### config.mk
export PLATFORM = sky130hd
export DESIGN_NAME = seven_seg_scan_ctrl
export DESIGN_NICKNAME = d
export VERILOG_FILES = /design/src/rtl/seven_seg_pkg.sv /design/src/rtl/seven_seg_hex_decode.sv /design/src/rtl/seven_seg_scan_ctrl.sv
export SDC_FILE = /design/constraint.sdc
export NUM_CORES = 1
export LEC_CHECK = 0
export BUFFER_PORTS_ARGS = -buffer_cell sky130_fd_sc_hd__buf_2
export CORE_AREA = 5 5 127 129
export CTS_CLUSTER_DIAMETER = 40
export DETAILED_ROUTE_END_ITERATION = 16
export DIE_AREA = 0 0 132 134
export PLACE_DENSITY_LB_ADDON = 0.05
export SYNTH_ARGS = -nofsm -noshare
export SYNTH_HDL_FRONTEND = slang
export SYNTH_HIERARCHICAL = 1
export SYNTH_SLANG_ARGS = --single-unit
### constraint.sdc
create_clock -name CLK -period 2.2 [get_ports CLK]
set_clock_uncertainty 0.05 [all_clocks]
set_input_delay 0.22 -clock CLK [delete_from_list [all_inputs] [get_ports CLK]]
set_output_delay 0.22 -clock CLK [all_outputs]
set_load 0.005 [all_outputs]
### src/rtl/seven_seg_pkg.sv
// seven_seg_pkg: shared types and constants for the seven-segment scan controller.
package seven_seg_pkg;
   typedef enum logic {ST_BLANK = 1'b0, ST_ON = 1'b1} state_t;
   localparam int NUM_DIGITS = 4;
   // Active-low segment patterns, bit order {G,F,E,D,C,B,A}
   localparam logic [6:0] SEG_LUT [16] = '{
      7'h40, 7'h79, 7'h24, 7'h30, 7'h19, 7'h12, 7'h02, 7'h78,
      7'h00, 7'h10, 7'h08, 7'h03, 7'h46, 7'h21, 7'h06, 7'h0E
   };
endpackage

### src/rtl/seven_seg_hex_decode.sv
// seven_seg_hex_decode: combinational hex nibble to active-low segment pattern.
module seven_seg_hex_decode
   import seven_seg_pkg::*;
(
   input  logic [3:0] hex_i,
   output logic [6:0] seg_o
);
   assign seg_o = SEG_LUT[hex_i];
endmodule

### src/rtl/seven_seg_scan_ctrl.sv
// seven_seg_scan_ctrl: 4-digit common-anode scan controller with blanking and
// frame-synchronous data update.
module seven_seg_scan_ctrl
   import seven_seg_pkg::*;
#(
   parameter int PRESCALE  = 50000,
   parameter int BLANK_CYC = 500
) (
   input  logic        CLK,
   input  logic        RST,
   input  logic [15:0] DATA,
   input  logic [3:0]  DP_IN,
   input  logic [3:0]  EN_MASK,
   input  logic        LOAD,
   output logic        CA,
   output logic        CB,
   output logic        CC,
   output logic        CD,
   output logic        CE,
   output logic        CF,
   output logic        CG,
   output logic        DP,
   output logic [3:0]  AN,
   output logic        FRAME_DONE,
   output logic        PENDING
);
   localparam int CW = $clog2(PRESCALE);
   localparam state_t ST_RST = (BLANK_CYC == 0) ? ST_ON : ST_BLANK;

   logic [CW-1:0] cnt_q, cnt_d;
   logic [1:0]    idx_q, idx_d;
   state_t        state_q, state_d;
   logic [15:0]   val_q, stg_val_q;
   logic [3:0]    dp_q, stg_dp_q, msk_q, stg_msk_q;
   logic          pend_q;
   logic [3:0]    an_q;
   logic [6:0]    seg_q, hex_seg;
   logic          dp_out_q, fd_q;
   logic          slot_end, frame_end;
   logic [3:0]    nib;

   always_comb begin
      slot_end  = cnt_q == CW'(PRESCALE - 1);
      frame_end = slot_end && idx_q == 2'(NUM_DIGITS - 1);
      cnt_d     = slot_end ? '0 : cnt_q + 1'b1;
      idx_d     = slot_end ? idx_q + 2'd1 : idx_q;
      state_d   = (int'(cnt_d) < BLANK_CYC) ? ST_BLANK : ST_ON;
      nib       = val_q[4*idx_q +: 4];
   end

   seven_seg_hex_decode u_dec (
      .hex_i (nib),
      .seg_o (hex_seg)
   );

   always_ff @(posedge CLK) begin
      if (RST) begin
         cnt_q     <= '0;
         idx_q     <= '0;
         state_q   <= ST_RST;
         val_q     <= '0;
         dp_q      <= '0;
         msk_q     <= '0;
         stg_val_q <= '0;
         stg_dp_q  <= '0;
         stg_msk_q <= '0;
         pend_q    <= 1'b0;
         an_q      <= 4'hF;
         seg_q     <= 7'h7F;
         dp_out_q  <= 1'b1;
         fd_q      <= 1'b0;
      end else begin
         cnt_q    <= cnt_d;
         idx_q    <= idx_d;
         state_q  <= state_d;
         an_q     <= (state_q == ST_ON && msk_q[idx_q]) ? ~(4'b0001 << idx_q) : 4'hF;
         // Disabled digits keep their segments dark so a cleared display stays blank
         seg_q    <= msk_q[idx_q] ? hex_seg : 7'h7F;
         dp_out_q <= ~dp_q[idx_q];
         fd_q     <= frame_end;
         if (LOAD) begin
            stg_val_q <= DATA;
            stg_dp_q  <= DP_IN;
            stg_msk_q <= EN_MASK;
         end
         if (frame_end && LOAD) begin
            val_q <= DATA;
            dp_q  <= DP_IN;
            msk_q <= EN_MASK;
         end else if (frame_end && pend_q) begin
            val_q <= stg_val_q;
            dp_q  <= stg_dp_q;
            msk_q <= stg_msk_q;
         end
         pend_q <= frame_end ? 1'b0 : (pend_q || LOAD);
      end
   end

   assign {CG, CF, CE, CD, CC, CB, CA} = seg_q;
   assign DP         = dp_out_q;
   assign AN         = an_q;
   assign FRAME_DONE = fd_q;
   assign PENDING    = pend_q;
endmodule

==> out/qor.csv <==
stage,metric,value,unit
run_status,status,"finished, final reports clean",
global_routing,use_met2,17.3,%
clocking,clkLatencyLatePin,0.34,ns
sta,worst_pin_slew,0.663,ns
drt,post_drt_wl_per_cell,14.6,µm
power_and_ir_drop,power.density,668,mW/mm²
setup_path,start_kind,register,
final_layout,num_antenna_cells,0,
global_routing,met1_usage,12.7,%
setup_path,cpPeakStageDelay,0.59,ns
final_layout,nets,468,
final_layout,fin_util,29.9,%
die,die_x,132,µm
setup_path,cp.required,2.37,ns
global_routing,busiest_layer,met2,
clocking,cts_buffer_depth,2,
placed_design,hpwl,6530,µm
synthesis,ys_types,50,
sta,maxSlewViolCount,0,
min_path,hp-class,input port to register,
final_layout,fill_cells,1601,
setup_path,slowest_stage,mux4_2,
global_routing,globalRouteMet3Util,4.05,%
sta,hold_viol_final,0,
drt,viasPerCell,4.38,
sta,post-route-period-util,96.5,%
die,die_area,0.0177,mm²
setup_path,endpoint_kind,register,
synthesis,synth_cells,372,
clocking,cts_tree,built,
synthesis,synth_edf_count,0,
setup_path,worstPathArrival,2.30,ns
sta,setup_viol,0,
setup_path,path_class,register to register,
power_and_ir_drop,p_total,2980,µW
drt,post-route-drc-count,0,
synthesis,synth_flop_cell,dfxtp_1,
global_routing,grt_max_degree,58,
synthesis,syn_avg_cell_area,9.81,µm²
global_routing,grt_overflow,0,
global_routing,track_usage,10.5,%
drt,ant_nets,0,
die,io_pins,41,
clocking,clkTransAtPathRegs,0.06,ns
die,die_y,134,µm
setup_path,path_common_cell,mux4_2,
power_and_ir_drop,vdd_drop_max,0.340,mV
final_layout,drive_gt1_share,28.2,%
drt,drt-pass1-iter-count,4,
sta,period_minus_slack,2.12,ns
clocking,cts.sinks,81,
sta,fmax,471,MHz
power_and_ir_drop,p_leak,0.00170,µW
synthesis,async_flop_share,0,%
setup_path,cp_cell_sequence,"mux4_2, inv_2, ha_1, inv_1, mux4_2, or2_2",
final_layout,area_growth,22.3,%
die,start_util,24.5,%
synthesis,yosysWarnings,6,
global_routing,antenna_found_initial,0,
sta,slew_headroom,55.8,%
setup_path,cp_max_fo,6,
placed_design,place_area,0.00415,mm²
placed_design,place.gp.congestion,0.695,
drt,wl,9040,µm
die,rows,45,
synthesis,ys_seq_area_share,44.4,%
synthesis,ys_seq_elements,81,
synthesis,synth_nets,411,
global_routing,grt_pass1_vias,2836,
drt,vias,2716,
clocking,h-tree-depth,3,
clocking,cts_buffers,9,
die,fp.coreArea,0.0149,mm²
drt,first_iter_violations,87,
final_layout,fin_area,0.00446,mm²
synthesis,synthesis.area,0.00365,mm²
placed_design,port_buffers,40,
flow_run,drv_cap,0,
clocking,clockRootBuffer,clkbuf_16,
global_routing,grt_pass1_wl,14800,µm
area by class of cell:
type                    count  area [µm²]  area share, %
multi-input cells         256        1880           42.1
flip-flops and latches     81        1620           36.4
repair buffers             72         444           9.95
clock buffers              13         240           5.38
well taps                 188         235           5.27
inverters                   9        33.8          0.757
clock inverters             1        5.00          0.112
metrics by stage:
step | setup WS [ns] | hold WS, ns | TNS (ns) | cells
3_3_place_gp | 0.0919 | 0.421 | 0 | 603
3_5_place_dp | 0.0780 | 0.430 | 0 | 603
6_report | 0.0775 | 0.0840 | 0 | 620
2_1_floorplan | 0.00421 | 0.317 | 0 | 372
4_1_cts | 0.0655 | 0.0683 | 0 | 617
5_1_grt | -0.0000597 | 0.0866 | -0.0000597 | 620
what timing repair did:
item	in CTS	in global routing
endpoints found under the setup margin	0	17
resized for setup	0	10
hold buffers	0	0
buffers inserted	0	3
synth_stat cells (all sizes together) (2+ instances only):
master,count,area share [%]
a211oi,11,3.1
a21o,2,0.41
a21oi,3,0.41
and2,2,0.34
and3,2,0.34
and4b,2,0.55
buf,13,2.9
clkbuf,13,1.3
dfxtp,81,44
ha,12,4.1
inv,9,0.93
mux2i,35,9.6
mux4,7,4.3
nand2,11,1.1
nand2b,4,0.69
nand3,7,0.96
nand4,5,0.86
nor2,75,7.7
nor3,15,2.1
nor4,5,1.4
o21ai,5,0.69
o22ai,13,2.2
or2,8,1.4
or3,2,0.48
xnor2,11,2.6
xor2,4,0.96
layer usage:
metal,vias up,part of all wire [%]
li1,1403,-
met1,1262,46
met2,42,48
met3,9,4.9
met4,0,1.3
met5,-,0
cell usage in the layout (no fill, tap or decap), types with 2 or more instances in the layout:
master and count:
nor4_2 3, mux4_2 7, ha_2 2, xor2_1 4, o22ai_2 3, a211oi_1 5
ha_1 10, o22ai_1 10, a21o_1 2, nand2_1 11, and3_1 2, mux2i_1 35
or2_2 8, nand4_1 5, inv_2 2, a21oi_1 3, xnor2_1 11, dfxtp_1 79
nor2_1 75, nand3_1 6, and2_1 2, clkbuf_1 4, nand2b_1 4, clkbuf_16 9
inv_1 7, dfxtp_2 2, nor3_1 15, buf_2 40, a211oi_2 6, buf_4 31
o21ai_0 3, o21ai_1 2
report_power, final:
group | leakage [µW] | internal [µW] | total, µW | switching [µW]
sequential | 0.000660 | 1500 | 1510 | 14.9
clock | 0.000120 | 751 | 1320 | 568
combinational | 0.000917 | 65.7 | 149 | 82.8
worst paths after layout:
path | startpoint | to | slack, ns | depth (start not counted)
worst min-delay path | DATA[11] | stg_val_q[11]$_SDFFE_PP0P_ | 0.08 | 3
worst max-delay path | idx_q[0]$_SDFFE_PP0N_ | seg_q[3]$_SDFF_PP1_ | 0.08 | 6
worst min register to register | msk_q[0]$_SDFFE_PP0P_ | msk_q[0]$_SDFFE_PP0P_ | 0.44 | 2
worst max register to register | idx_q[0]$_SDFFE_PP0N_ | seg_q[3]$_SDFF_PP1_ | 0.08 | 6
cells by family after synthesis:
family          share of synthesized area (%)
fa+ha+maj                                4.11
buf+inv                                  5.21
mux                                      14.2
flops                                    44.4
xor+xnor                                 3.60
compound gates                           8.50
simple gates                             19.9
worst max-delay path: cells and delay by family (launching register included):
kind	cells	cell delay (ns)
muxes	2	1.02
DFF	1	0.35
adders and majority gates	1	0.12
buffers and inverters	2	0.16
and+or+nand+nor	1	0.30
flip-flops by register name, summed over array words and instances, names as in the netlist, 4 cells and up:
signal     count
stg_dp_q       4
AN             4
msk_q          4
stg_msk_q      4
seg_q          7
dp_q           4
stg_val_q     16
val_q         16
cnt_q         16
(Power assumes the default switching activity.)
